$ cat src/rtl/counter_sweep_ctrl.sv
// counter_sweep_ctrl
// Sequencer for an up/down/load counter that has no count enable. On an
// accepted start it loads the low limit, counts up to the high limit and
// back down, repeats that triangle for the programmed number of passes, then
// parks the counter at the low limit and pulses done. While idle it keeps the
// counter still by reloading the park value every cycle.
//
// Ports
//   clk, reset_n       : rising-edge clock, asynchronous active-low reset
//   start              : sweep request, sampled only in IDLE
//   abort              : sweep cancel, sampled only in LOAD/UP/DOWN
//   lo_limit, hi_limit : sweep limits, captured with an accepted start
//   num_passes         : number of up+down passes, captured with start
//   counter_value      : current counter output
//   load_en, up_down,
//   counter_in         : counter controls (combinational)
//   busy               : high in LOAD, UP and DOWN
//   done               : one-cycle pulse in DONE
//   err                : registered one-cycle pulse for a rejected start
//   passes_left        : passes remaining, including the current one
module counter_sweep_ctrl #(
  parameter int CNT_WIDTH  = 3,
  parameter int PASS_WIDTH = 4
) (
  input  logic                  clk,
  input  logic                  reset_n,
  input  logic                  start,
  input  logic                  abort,
  input  logic [CNT_WIDTH-1:0]  lo_limit,
  input  logic [CNT_WIDTH-1:0]  hi_limit,
  input  logic [PASS_WIDTH-1:0] num_passes,
  input  logic [CNT_WIDTH-1:0]  counter_value,
  output logic                  load_en,
  output logic                  up_down,
  output logic [CNT_WIDTH-1:0]  counter_in,
  output logic                  busy,
  output logic                  done,
  output logic                  err,
  output logic [PASS_WIDTH-1:0] passes_left
);

  typedef enum logic [2:0] {
    ST_IDLE = 3'd0,
    ST_LOAD = 3'd1,
    ST_UP   = 3'd2,
    ST_DOWN = 3'd3,
    ST_DONE = 3'd4
  } state_e;

  localparam logic [CNT_WIDTH-1:0]  CNT_ZERO  = {CNT_WIDTH{1'b0}};
  localparam logic [PASS_WIDTH-1:0] PASS_ZERO = {PASS_WIDTH{1'b0}};
  localparam logic [PASS_WIDTH-1:0] PASS_ONE  = {{(PASS_WIDTH-1){1'b0}}, 1'b1};

  state_e                  state_q,  state_d;
  logic [CNT_WIDTH-1:0]    lo_q,     lo_d;
  logic [CNT_WIDTH-1:0]    hi_q,     hi_d;
  logic [CNT_WIDTH-1:0]    park_q,   park_d;
  logic [PASS_WIDTH-1:0]   passes_q, passes_d;
  logic                    err_q,    err_d;

  logic cfg_valid_s;

  // A start is only accepted with a non-empty range and at least one pass.
  assign cfg_valid_s = (lo_limit < hi_limit) && (num_passes != PASS_ZERO);

  // Next-state, register updates and counter control outputs.
  always_comb begin
    state_d    = state_q;
    lo_d       = lo_q;
    hi_d       = hi_q;
    park_d     = park_q;
    passes_d   = passes_q;
    err_d      = 1'b0;
    load_en    = 1'b0;
    up_down    = 1'b0;
    counter_in = lo_q;

    case (state_q)
      ST_IDLE: begin
        // Continuous reload is the only way to hold an enable-less counter.
        load_en    = 1'b1;
        counter_in = park_q;
        if (start) begin
          if (cfg_valid_s) begin
            lo_d     = lo_limit;
            hi_d     = hi_limit;
            park_d   = lo_limit;
            passes_d = num_passes;
            state_d  = ST_LOAD;
          end else begin
            err_d = 1'b1;
          end
        end else begin
          state_d = ST_IDLE;
        end
      end

      ST_LOAD: begin
        load_en    = 1'b1;
        counter_in = lo_q;
        if (abort) begin
          passes_d = PASS_ZERO;
          state_d  = ST_IDLE;
        end else begin
          state_d = ST_UP;
        end
      end

      ST_UP: begin
        // Turn around in the cycle that shows hi_q so the counter never
        // steps past it.
        if (counter_value != hi_q) begin
          up_down = 1'b1;
        end else begin
          up_down = 1'b0;
        end
        if (abort) begin
          passes_d = PASS_ZERO;
          state_d  = ST_IDLE;
        end else if (counter_value == hi_q) begin
          state_d = ST_DOWN;
        end else begin
          state_d = ST_UP;
        end
      end

      ST_DOWN: begin
        if (counter_value == lo_q) begin
          if (passes_q > PASS_ONE) begin
            up_down = 1'b1;
          end else begin
            // Last pass: reload lo_q so the counter stays parked.
            load_en    = 1'b1;
            counter_in = lo_q;
          end
        end else begin
          up_down = 1'b0;
        end
        if (abort) begin
          passes_d = PASS_ZERO;
          state_d  = ST_IDLE;
        end else if (counter_value == lo_q) begin
          if (passes_q > PASS_ONE) begin
            passes_d = passes_q - PASS_ONE;
            state_d  = ST_UP;
          end else begin
            passes_d = PASS_ZERO;
            state_d  = ST_DONE;
          end
        end else begin
          state_d = ST_DOWN;
        end
      end

      ST_DONE: begin
        load_en    = 1'b1;
        counter_in = lo_q;
        state_d    = ST_IDLE;
      end

      default: begin
        load_en    = 1'b1;
        counter_in = park_q;
        passes_d   = PASS_ZERO;
        state_d    = ST_IDLE;
      end
    endcase
  end

  // State and captured configuration registers.
  always_ff @(posedge clk or negedge reset_n) begin
    if (!reset_n) begin
      state_q  <= ST_IDLE;
      lo_q     <= CNT_ZERO;
      hi_q     <= CNT_ZERO;
      park_q   <= CNT_ZERO;
      passes_q <= PASS_ZERO;
      err_q    <= 1'b0;
    end else begin
      state_q  <= state_d;
      lo_q     <= lo_d;
      hi_q     <= hi_d;
      park_q   <= park_d;
      passes_q <= passes_d;
      err_q    <= err_d;
    end
  end

  assign busy        = (state_q == ST_LOAD) || (state_q == ST_UP) || (state_q == ST_DOWN);
  assign done        = (state_q == ST_DONE);
  assign err         = err_q;
  assign passes_left = passes_q;

endmodule

$ cat config.mk
export PLATFORM = sky130hd
export DESIGN_NAME = counter_sweep_ctrl
export DESIGN_NICKNAME = d
export VERILOG_FILES = /design/src/rtl/counter_sweep_ctrl.sv
export SDC_FILE = /design/constraint.sdc
export NUM_CORES = 1
export LEC_CHECK = 0
export BUFFER_PORTS_ARGS = -buffer_cell sky130_fd_sc_hd__buf_2
export CAP_MARGIN = 0
export CORE_ASPECT_RATIO = 1.25
export CORE_UTILIZATION = 50
export CTS_CLUSTER_SIZE = 12
export DETAILED_ROUTE_END_ITERATION = 8
export PLACE_DENSITY = 0.86
export SLEW_MARGIN = 15
export SYNTH_ARGS = -nofsm -noshare
export SYNTH_HDL_FRONTEND = slang
export SYNTH_SLANG_ARGS = --single-unit
$ cat constraint.sdc
create_clock -name clk -period 3.9 [get_ports clk]
set_input_delay 0.585 -clock clk [delete_from_list [all_inputs] [get_ports clk]]
set_output_delay 0.585 -clock clk [all_outputs]
set_load 0.05 [all_outputs]
Word level (Yosys, flattened, before mapping)
Cells that the tools add are included.
Word-level totals
  logic and storage cells: 55
  output and inout bits: 12
  flip-flop bits (word level): 14
  bits of input ports: 17
Cells by class
  $add $sub $neg: 1
  bitwise gates (word level): 1
  eq/ne operators: 12
  muxes and demuxes: 26
  reductions and logical operators: 8
  magnitude comparators: 2
Operator list (count)
  4-bit 2-to-1 mux: 6
  4-bit case mux with 4 select lines: 1
  3-bit 2-to-1 mux: 5
  3-bit case mux with 4 select lines: 1
  1-bit 2-to-1 mux: 9
  3-bit by 2-bit equality test with 1-bit output, second input constant: 2
  3-bit equality test: 2
  3-bit inequality test, second input constant: 2
  5-bit AND reduction: 1
  4-bit by 1-bit greater-than comparator with 1-bit output, second input constant: 1
  2-bit 2-to-1 mux: 2
  2-bit inequality test, second input constant: 2
  1-bit case mux with 2 select lines: 2
  4-bit nonzero test: 1
  4-bit by 1-bit subtractor with 4-bit output, second input constant: 1
  3-bit by 1-bit equality test with 1-bit output, second input constant: 1
  3-bit equality test, second input constant: 1
  3-bit zero test: 1
  3-bit less-than comparator: 1
  3-bit inequality test: 1
  3-bit AND reduction: 1
  1-bit logical OR: 2
  2-bit by 1-bit inequality test with 1-bit output, second input constant: 1
  2-bit OR reduction: 1
  other kinds (2): 2

Longest topological paths before layout
Gate-level depths: netlist (run 1).
  word-level depth: 5
  depth in mapped cells: 7
  gate-level depth less buffers: 7

Least setup slack after synthesis (run 1)
OpenSTA, ideal clock, no wires.
  kind: reg2out
  start point: register passes_q[0] (netlist: passes_left[0])
  end point: output up_down
  buffers on the path: 0
  path slack: 853 ps
  required time: 3315 ps
  cell stages (with the launch flop): 7
  arrival: 2462 ps
  cells stage by stage: dfrtp_1 > inv_1 > ha_1 > nor2_1 > or3_1 > a21oi_1 > nor3b_1
Between the ends
  word-level cells in the longest chain between the ends: 4
Ends and longest elaborated chain
  start, declared: line 58  | logic [PASS_WIDTH-1:0] passes_q, passes_d;
  start signal, assigned: line 184  | passes_q <= passes_d;
  4-bit by 1-bit greater-than comparator with 1-bit output: line 129  | if (passes_q > PASS_ONE) begin
  1-bit 2-to-1 mux: line 129
  1-bit 2-to-1 mux: line 128  | if (counter_value == lo_q) begin
  1-bit case mux with 2 select lines: line 78  | case (state_q)
  end, declared: line 34  | output logic up_down,
Every way passes these cells.

Worst setup path in the final report (run 1)
  start point: register passes_q[0] (netlist: passes_left[0])
  end point: output load_en
Between the ends
  word-level cells in the longest chain between the ends: 4
Ends and longest elaborated chain
  4-bit by 1-bit greater-than comparator with 1-bit output: line 129
  1-bit 2-to-1 mux: line 129
  1-bit 2-to-1 mux: line 128
  1-bit case mux with 2 select lines: line 78
  end, declared: line 33  | output logic load_en,
Every way passes these cells.

==> run metrics, run 1 <==
TritonCTS clock tree=built; first-pass GRT wire length=3146 um; Mapped Nets=109; synthesized flop and latch total=14; Async SR Flop Fraction=100.0%; Post CTS Setup Buffer Count=0; Design Area, Final=0.001057 mm^2; Worst Hold Class=input pin to async pin; WP buf/inv=2; clk buf depth=2; dpl ws=1.472 ns; Layout Skew=0.003793 ns; Top FF cell, synth=dfrtp_1; # hold bufs at CTS=0; commonest cells in the netlist=dfrtp_1 (14), nor2_1 (8), a21oi_1 (6), nand2_1 (6), xnor2_1 (6); max frequency=0.3808 GHz; Post-layout nets=140; Multi-input gate area=493.0 um^2; Slew @ Worst Pin=0.6720 ns; ant diodes=0; Starting Density=54.14%; Ports=29; Static Leak=0.5251 nW; Syn Std Cell Area=867.1 um^2; Hold Vio Cnt, Final=0; Worst setup startpoint=passes_left[0]; DIE AREA=0.001906 mm^2; non-filler instance count after layout=136; number of DRC markers in iteration 0=7; height of the die=48.56 um; Critical Path Stages=7; Num CTS Buffers=3; post-synth top area cell=dfrtp_1; share of layout cells above drive strength 1=35.59%; outcome=finished clean; Max IR drop VDD=439.9 uV; sequential area share after synthesis=40.40%; Reg area=350.3 um^2; met1 GRT Util=28.00%; top-count cell post-synth=dfrtp_1; post-synth cell types=33; # rows=16; Worst-path clk slew=0.09 ns; reg2reg end=passes_left[3]; Sink Count=14; RSZ-0062 raised after global routing=no; cell count of the worst reg-to-reg path=7; Synth top area share=40.40%; routability cong.=0.8153; met2 global-route usage=37.22%; EDFF count, synth=0; Warnings, synthesis=0; Crit path max-delay family=simple AND/OR/NAND/NOR gates; WHS=0.1847 ns; largest net degree at the start of global routing=15; Die X=39.25 um; Setup WS post-layout=1.274 ns; area post-placement=0.001021 mm^2; Worst-Skew Late Latency=0.28 ns; gr usage total=23.17%; Max-slew headroom=54.82%; Worst EP required=3.31 ns; drc violations=0; Setup crit end=load_en; Overflow after GRT=0; antenna-violating nets left=0; PortBufs=28; r2r startpoint=passes_left[0]; GR Util met3=3.211%; Mapped Cells=88; Final Util=66.02%; Max Slew Vio Count=0; busiest grt layer=met2; initial antenna violation count=0; Tmin final=2.626 ns; placed cell count=132; Syn Area/Cell=9.853 um^2; vias in the first global route=786; Arr. time, crit path=2.04 ns; Final setup viols=0; reg2reg setup slack=1.93 ns; core area=0.001602 mm^2; synth top area cells=dfrtp_1 (40%), xnor2_1 (6.1%), ha_1 (5.8%); Tcrit/Tclk final=67.33%; PD cells=684.2 mW/mm^2; Root Buffer=clkbuf_4; delay of the slowest critical-path stage=0.43 ns; post-route setup TNS=0 ns; total routed wirelength=1761 um; htree depth=1; Max-cap violations=0; Worst Path Max Fanout=5; Pre-Repair DR Iteration Count=4; vias per std cell=5.544; CP endpoint kind=output port; Slowest-stage cell, CP=dfrtp_1; total power=723.4 uW; CTS resizes=0; area growth from synthesis to layout=21.93%; fill count=128; crit path kind=flip-flop to output port; DR vias=754; CP cell instances=inv_1 > ha_1 > nor2_1 > or3_1 > nor2b_1 > or3b_2 > buf_2; HPWL Detailed=1392 um; wire length per cell=12.95 um; Setup crit start kind=flip-flop
==> sequential cells by signal, summed over array words and instances, names as in the netlist <==
signal and cells:
passes_left 4, hi_q 3, park_q 3, state_q 3, err 1
==> cells by family (layout without fill, tap and decap cells) <==
logic type	Yosys count	after routing	synth area share, %
AND/OR/NAND/NOR	33	33	21.93
AO/OA/AOI/OAI	19	19	15.59
flip-flops	14	14	40.40
XOR/XNOR	6	6	6.061
multiplexers	6	6	7.503
buffers and inverters	6	36	2.740
adder cells (fa/ha/maj)	4	4	5.772
==> worst reg2reg max path: cells and delay by family (launching register included) <==
kind                     cells  cell delay, ns
flip-flops                   1            0.43
adder cells (fa/ha/maj)      1            0.20
AND/OR/NAND/NOR              2            0.18
buffers and inverters        1            0.11
AO/OA/AOI/OAI                3            0.95
==> layer usage <==
metal | up-vias | routed length [um]
met3 | 8 | 60
li1 | 372 | -
met2 | 25 | 926
met4 | 0 | 55
met5 | - | 0
met1 | 349 | 719
==> cells in the final DEF, fill, tap and decap left out, types with 2 or more instances in the layout <==
master and instances:
buf_2 28, dfrtp_1 14, nor2_1 8, xnor2_1 6
a21oi_1 6, nand2_1 6, inv_1 4, o21ai_0 4
mux2_2 4, ha_1 4, nor3_1 3, clkbuf_4 3
or3_1 2, nor2b_1 2, nand2b_1 2, o31a_1 2
a21o_1 2, mux2i_1 2
==> layout make-up <==
type	count	area share, %
multi-input cells	68	46.63
flip-flops and latches	14	33.14
repair buffers	28	13.25
clock buffers	4	3.432
well taps	18	2.130
inverters	4	1.420
==> worst min-delay path by stage <==
stage                       endpoint  cells after the start
after global placement       hi_q[2]                      2
after detailed placement   park_q[1]                      1
after global routing      state_q[0]                      1
after floorplan                  err                      0
final                      park_q[1]                      1
after CTS                  park_q[1]                      1
==> where the power goes <==
| group | switching (mW) | internal, mW |
|---|---|---|
| clock | 0.0485 | 0.0568 |
| sequential | 0.0470 | 0.193 |
| combinational | 0.251 | 0.127 |
| total | 0.347 | 0.376 |
No activity file was read; power rests on OpenSTA's default activity.
==> inputs of run 2 (changes only) <==
--- a/config.mk
+++ b/config.mk
@@ -5,13 +5,14 @@
 export SDC_FILE = /design/constraint.sdc
 export NUM_CORES = 1
 export LEC_CHECK = 0
+export ABC_AREA = 1
 export BUFFER_PORTS_ARGS = -buffer_cell sky130_fd_sc_hd__buf_2
 export CAP_MARGIN = 0
 export CORE_ASPECT_RATIO = 1.25
-export CORE_UTILIZATION = 50
+export CORE_UTILIZATION = 47
 export CTS_CLUSTER_SIZE = 12
 export DETAILED_ROUTE_END_ITERATION = 8
-export PLACE_DENSITY = 0.86
+export PLACE_DENSITY = 0.82
 export SLEW_MARGIN = 15
 export SYNTH_ARGS = -nofsm -noshare
 export SYNTH_HDL_FRONTEND = slang
==> constraint.sdc (replaced) <==
create_clock -name clk -period 2.4 [get_ports clk]
set_input_delay 0.36 -clock clk [delete_from_list [all_inputs] [get_ports clk]]
set_output_delay 0.36 -clock clk [all_outputs]
set_load 0.05 [all_outputs]
==> run 2 against run 1 <==
  * Sequential power increased by 72%
  * Setup slack got worse by 1.0 ns
  * Synthesized cell count increased by 70%
  * Sequential share of layout area decreased by 6.3 points
  * Core utilization decreased by 7.0 points
  * Critical path type unchanged
  * Largest power group unchanged
==> run metrics, run 2 <==
Root Buffer=clkbuf_4 (unchanged); area growth from synthesis to layout=19.09% (was 21.93%); max frequency=0.4664 GHz; met3 wire len=94 um (was 60 um); synthesized flop and latch total=14 (unchanged); Synth top area share=32.00% (was 40.40%); Max Slew Vio Count=0 (unchanged); Slew @ Worst Pin=0.4438 ns (was 0.6720 ns); vias per std cell=4.774 (was 5.544); crit path kind=flip-flop to output port (unchanged); dpl ws=0.5674 ns (was 1.472 ns); gr usage total=21.32% (was 23.17%); reg2reg end=passes_left[3] (unchanged); DR vias=1012 (was 754); Warnings, synthesis=0 (unchanged); Post-layout nets=203 (was 140); Largest register FFs=4 (unchanged); DIE AREA=0.002528 mm^2 (was 0.001906 mm^2); Die X=45.17 um (was 39.25 um); clk buf depth=2 (unchanged); Num CTS Buffers=3 (unchanged); largest net degree at the start of global routing=15 (unchanged); Setup crit end=load_en (unchanged); leading cell type in the layout, fill and taps excluded=nand2_1 (was buf_2); Ports=29 (unchanged); Final setup viols=0 (unchanged); Sink Count=14 (unchanged); synth top area cells=dfrtp_1 (32%), nand2_1 (16%), inv_1 (8.2%) (was dfrtp_1 (40%), xnor2_1 (6.1%), ha_1 (5.8%)); Worst EP required=2.04 ns (was 3.31 ns); Overflow after GRT=0 (unchanged); EDFF count, synth=0 (unchanged); Worst-path clk slew=0.09 ns (about the same); commonest cells in the netlist=nand2_1 (48), inv_1 (24), dfrtp_1 (14) (was dfrtp_1 (14), nor2_1 (8), a21oi_1 (6), nand2_1 (6), xnor2_1 (6)); commonest cells after routing, fill and taps aside=nand2_1 (48), buf_2 (28), inv_1 (24), dfrtp_1 (14), nand3_1 (10) (was buf_2 (28), dfrtp_1 (14), nor2_1 (8)); outcome=finished clean (unchanged); fill count=212 (was 128); core area=0.002211 mm^2 (was 0.001602 mm^2); height of the die=55.96 um (was 48.56 um); reg2reg setup slack=0.91 ns (was 1.93 ns); ant diodes=0 (unchanged); drc violations=0 (unchanged); Mapped Cells=150 (was 88); CTS resizes=0 (unchanged); first-pass GRT wire length=4077 um (was 3146 um); PD cells=1185 mW/mm^2 (was 684.2 mW/mm^2); cell count of the worst reg-to-reg path=11 (was 7); Syn Std Cell Area=0.001095 mm^2 (was 867.1 um^2); Max-slew headroom=70.41% (was 54.82%); share of layout cells above drive strength 1=32.04% (was 35.59%); Max-cap violations=0 (unchanged); Static Leak=0.7674 nW (was 0.5251 nW); Mapped Nets=171 (was 109); Pre-Repair DR Iteration Count=7 (was 4); post-synth cell types=25 (was 33); CP endpoint kind=output port (unchanged); total routed wirelength=2298 um (was 1761 um); HPWL Detailed=1906 um (was 1392 um); Max IR drop VDD=700.4 uV (was 439.9 uV); worst hold path depth=3; Worst-Skew Late Latency=0.27 ns (was 0.28 ns); PortBufs=28 (unchanged); Starting Density=49.52% (was 54.14%); Setup crit start kind=flip-flop (unchanged); routability cong.=0.9303 (was 0.8153); antenna-violating nets left=0 (unchanged); Hold Vio Cnt, Final=0 (unchanged); # rows=19 (was 16); Worst Path Max Fanout=4 (was 5); Async SR Flop Fraction=100.0% (unchanged); Post CTS Setup Buffer Count=0 (unchanged); top sig layer=met4 (unchanged); Top FF cell, synth=dfrtp_1 (unchanged); RSZ-0062 raised after global routing=no (unchanged); WL met2=1206 um (was 926 um); Tmin final=2.144 ns; Layout Skew=0.007476 ns (was 0.003793 ns); Arr. time, crit path=1.78 ns (was 2.04 ns); top-count cell post-synth=nand2_1 (was dfrtp_1); post-synth top area cell=dfrtp_1 (unchanged); TritonCTS clock tree=built (unchanged); initial antenna violation count=0 (unchanged); Worst Hold Class=input pin to flip-flop (was input pin to async pin); Syn Area/Cell=7.299 um^2 (was 9.853 um^2); Tcrit/Tclk final=89.34%; htree depth=1 (unchanged); r2r startpoint=passes_left[0] (unchanged); Setup WS post-layout=0.2558 ns (was 1.274 ns); number of DRC markers in iteration 0=27 (was 7); post-route setup TNS=0 ns (unchanged); sequential area share after synthesis=32.00% (was 40.40%); wire length per cell=10.84 um (was 12.95 um); wire length on met1=963 um (was 719 um); vias in the first global route=1017 (was 786); Worst setup startpoint=passes_left[0] (unchanged); # hold bufs at CTS=1 (was 0)
run 2: changes by cell type after synthesis, moves of 3 or more:
cell and change:
mux2_2 -4, nand2_2 +3, nand2_1 +42, a21oi_1 -5, nand3_2 +3, nand3_1 +10, nand4_1 +4, inv_2 +5
nor2_4 +3, o21ai_2 +6, inv_1 +20
run 2: final cells by class:
class / instances / area [um^2] / share of cell area, %
Multi-Input combinational cell: 105 / 619.3 / 47.50
Sequential cell: 14 / 350.3 / 26.87
Timing Repair Buffer: 29 / 150.1 / 11.52
Inverter: 29 / 108.9 / 8.349
Tap cell: 31 / 38.79 / 2.975
Clock buffer: 4 / 36.28 / 2.783
run 2: worst min path at each step:
| stage | start | end |
|---|---|---|
| floorplan | reset_n | err |
| global placement | reset_n | passes_left[0] |
| detailed placement | reset_n | passes_left[1] |
| CTS | hi_limit[0] | hi_q[0] |
| global route | hi_limit[0] | hi_q[0] |
| finish | lo_limit[2] | park_q[2] |
run 2: per-layer routing:
| metal | track usage [%] | vias up |
|---|---|---|
| met5 | 0 | - |
| met4 | 8.225 | 0 |
| met3 | 2.922 | 6 |
| met2 | 38.51 | 33 |
| met1 | 23.91 | 446 |
| li1 | - | 527 |
run 2: stage by stage:
step | instance area [um^2] | hold slack (ns) | cells | utilization (%) | power [mW]
global route | 1304 | 0.3362 | 212 | 58.97 | 1.670
global placement | 1257 | 0.2742 | 207 | 56.88 | 1.348
CTS | 1304 | 0.3293 | 212 | 58.97 | 1.552
floorplan | 1101 | 0.06441 | 150 | - | 1.188
finish | 1304 | 0.3346 | 212 | 58.97 | 1.545
detailed placement | 1257 | 0.2837 | 207 | 56.88 | 1.381
run 2: cells by family (layout without fill, tap and decap cells):
group,count (synthesis),count (layout),share of synthesized area (%)
and+or+nand+nor,86,86,40.00
buffers and inverters,31,62,12.00
DFF,14,14,32.00
AOI/OAI and AO/OA,11,11,8.229
adders and majority gates,4,4,4.572
xor gates and xnor gates,4,4,3.200
run 2: power breakdown:
part	leakage [nW]	internal, mW	switching, mW
Clock	0.0210	0.0921	0.0764
Sequential	0.179	0.328	0.0829
Combinational	0.567	0.284	0.681
run 2: critical path: stages (launching register included):
cell,delay [ns]
dfrtp_1,0.42
inv_1,0.13
ha_1,0.18
inv_1,0.05
nand2_1,0.05
nand2_1,0.07
inv_1,0.09
nand4_1,0.11
o21ai_1,0.14
buf_2,0.27
==> inputs of run 3 (changes only) <==
--- a/config.mk
+++ b/config.mk
@@ -5,14 +5,13 @@
 export SDC_FILE = /design/constraint.sdc
 export NUM_CORES = 1
 export LEC_CHECK = 0
-export ABC_AREA = 1
 export BUFFER_PORTS_ARGS = -buffer_cell sky130_fd_sc_hd__buf_2
 export CAP_MARGIN = 0
 export CORE_ASPECT_RATIO = 1.25
-export CORE_UTILIZATION = 47
+export CORE_UTILIZATION = 44
 export CTS_CLUSTER_SIZE = 12
 export DETAILED_ROUTE_END_ITERATION = 8
-export PLACE_DENSITY = 0.82
+export PLACE_DENSITY = 0.81
 export SLEW_MARGIN = 15
 export SYNTH_ARGS = -nofsm -noshare
 export SYNTH_HDL_FRONTEND = slang
==> run 3 against run 2 <==
  * Setup slack worse by 0.15 ns
  * Clock skew is 0.0042 ns lower
  * Critical endpoint unchanged
  * Via count is 24% lower
  * Sequential power is 7.5% lower
  * Global-route usage is 2.6 points lower
  * Largest cell class unchanged
==> run metrics, run 3 (synthesis results as in run 1) <==
outcome=finished clean (unchanged); Worst-path clk slew=0.09 ns (about the same); total routed wirelength=1852 um (was 2298 um); initial antenna violation count=0 (unchanged); height of the die=51.63 um (was 55.96 um); Post-layout nets=144 (was 203); DIE AREA=0.002153 mm^2 (was 0.002528 mm^2); Max-slew headroom=55.82% (was 70.41%); Worst-Skew Late Latency=0.28 ns (was 0.27 ns); PortBufs=28 (unchanged); Crit path max-delay family=simple AND/OR/NAND/NOR gates (was buffers and inverters); Pre-Repair DR Iteration Count=4 (was 7); vias in the first global route=710 (was 1017); Worst Path Max Fanout=3 (was 4); cell-internal power=649.7 uW (was 704.3 uW); Final Util=61.04% (was 58.97%); TritonCTS clock tree=built (unchanged); Max Slew Vio Count=0 (unchanged); WP buf/inv=2 (was 4); Arr. time, crit path=1.93 ns (was 1.78 ns); number of DRC markers in iteration 0=7 (was 27); Max-cap violations=0 (unchanged); sw power=580.4 uW (was 840.5 uW); clk buf depth=2 (unchanged); Slew @ Worst Pin=0.6571 ns (was 0.4438 ns); first-pass GRT wire length=3070 um (was 4077 um); largest net degree at the start of global routing=15 (unchanged); vias per std cell=5.475 (was 4.774); Die X=41.71 um (was 45.17 um); area growth from synthesis to layout=27.27% (was 19.09%); HPWL Detailed=1466 um (was 1906 um); post-route setup TNS=0 ns (unchanged); share of layout cells above drive strength 1=39.34% (was 32.04%); placed cell count=133 (was 207); Setup WS post-layout=0.1057 ns (was 0.2558 ns); Layout Skew=0.003263 ns (was 0.007476 ns); Hold Vio Cnt, Final=0 (unchanged); Top cell by count, worst path=buf_4 (was inv_1); Largest register FFs=4 (unchanged); Ports=29 (unchanged); htree depth=1 (unchanged); Tmin final=2.294 ns (was 2.144 ns); Worst Hold Class=input pin to flip-flop (unchanged); dpl ws=0.3026 ns (was 0.5674 ns); Starting Density=47.96% (was 49.52%); Seq pwr share=30.9% (was 26.6%); wire length per cell=13.13 um (was 10.84 um); power share of the clock group=13.8% (was 10.9%); CP cell instances=buf_4 > ha_1 > nor2_2 > or3_1 > nor2b_2 > or3b_2 > buf_4 (was inv_1 > ha_1 > inv_1 > nand2_1 > nand2_1 > inv_1 > nand4_1 > o21ai_1 > buf_2); antenna-violating nets left=0 (unchanged); routability cong.=0.8093 (was 0.9303); commonest cells after routing, fill and taps aside=buf_2 (27), dfrtp_1 (14), nor2_1 (7) (was nand2_1 (48), buf_2 (28), inv_1 (24), dfrtp_1 (14), nand3_1 (10)); max frequency=0.4359 GHz (was 0.4664 GHz); # rows=17 (was 19); Max IR drop VDD=598.1 uV (was 700.4 uV); Root Buffer=clkbuf_4 (unchanged); Slowest-stage cell, CP=or3b_2 (was dfrtp_1); Multi-input gate area=503.0 um^2 (was 619.3 um^2); fill count=144 (was 212); sw frac=47.18% (was 54.41%); PD cells=1115 mW/mm^2 (was 1185 mW/mm^2); Tcrit/Tclk final=95.60% (was 89.34%); Reg area=350.3 um^2 (unchanged); crit path kind=flip-flop to output port (unchanged); ant diodes=0 (unchanged); Num CTS Buffers=3 (unchanged); gr usage total=18.74% (was 21.32%); DR vias=772 (was 1012); Worst EP required=2.04 ns (about the same); Comb power frac=55.4% (was 62.5%); drc violations=0 (unchanged); Overflow after GRT=0 (unchanged); leading cell type in the layout, fill and taps excluded=buf_2 (was nand2_1); Final setup viols=0 (unchanged); Static Leak=0.5493 nW (was 0.7674 nW); core area=0.001808 mm^2 (was 0.002211 mm^2); delay of the slowest critical-path stage=0.44 ns (was 0.42 ns); Sink Count=14 (unchanged); non-filler instance count after layout=141 (was 212); Setup crit start kind=flip-flop (unchanged); CP endpoint kind=output port (unchanged)
==> run 3: cell count changes in the layout (fill, tap and decap cells not counted), sizes merged, moves of 3 or more <==
cell	change
nand3	-13
inv	-25
buf	+3
nand2	-46
a21oi	+4
nand4	-4
o21ai	-4
mux2	+4
==> run 3: area by class of cell <==
type / count / share of cell area [%]
multi-input cells: 68 / 45.58
flip-flops and latches: 14 / 31.75
repair buffers: 32 / 15.87
clock buffers: 4 / 3.288
well taps: 19 / 2.154
inverters: 4 / 1.361
==> run 3: worst paths after layout <==
| check | cells after the start | from | slack [ns] | to |
|---|---|---|---|---|
| min in group asynchronous | 2 | reset_n | 0.50 | park_q[2] |
| hold reg to reg | 2 | hi_q[2] | 0.51 | hi_q[2] |
| setup reg to reg | 7 | passes_left[1] | 0.40 | passes_left[3] |
| hold / removal | 2 | abort | 0.28 | state_q[2] |
| setup / recovery | 7 | passes_left[0] | 0.11 | load_en |
| max in group asynchronous | 2 | reset_n | 1.66 | hi_q[0] |
==> run 3: per-layer routing <==
metal	global-route usage [%]	vias to the layer above	wire, um
li1	-	379	-
met4	6.452	0	17
met2	32.29	17	964
met3	4.514	2	58
met1	22.79	374	812
met5	0	-	0
==> run 3: worst reg2reg max path: stages, from the launching register on <==
cell,delay [ns]
dfrtp_1,0.39
inv_1,0.11
ha_1,0.24
nor2_2,0.06
o31ai_1,0.55
nor2_1,0.14
o31a_1,0.27
a21o_1,0.15
==> run 3: repair_timing <==
item / 4_1_cts / 5_1_grt
hold buffers: 1 / 0
cloned: 0 / 0
setup buffers: 1 / 2
gates resized for setup: 0 / 4
endpoints found under the hold margin: 14 / 0
endpoints found under the setup margin: 1 / 1
==> run 3: power groups by stage <==
| stage | combinational (mW) | sequential, mW | clock [mW] |
|---|---|---|---|
| floorplan | 0.298 | 0.565 | 0 |
| global placement | 0.602 | 0.391 | 0 |
| detailed placement | 0.619 | 0.393 | 0 |
| CTS | 0.636 | 0.386 | 0.176 |
| global route | 0.732 | 0.392 | 0.186 |
| finish | 0.681 | 0.380 | 0.170 |
==> run 3: through the flow <==
| stage | hold slack (ns) | cell area (um^2) | power [mW] |
|---|---|---|---|
| floorplan | 0.06441 | 872.1 | 0.8631 |
| global placement | 0.2709 | 1027 | 0.9921 |
| detailed placement | 0.2696 | 1027 | 1.012 |
| CTS | 0.2707 | 1081 | 1.199 |
| global route | 0.2775 | 1104 | 1.310 |
| finish | 0.2799 | 1104 | 1.230 |
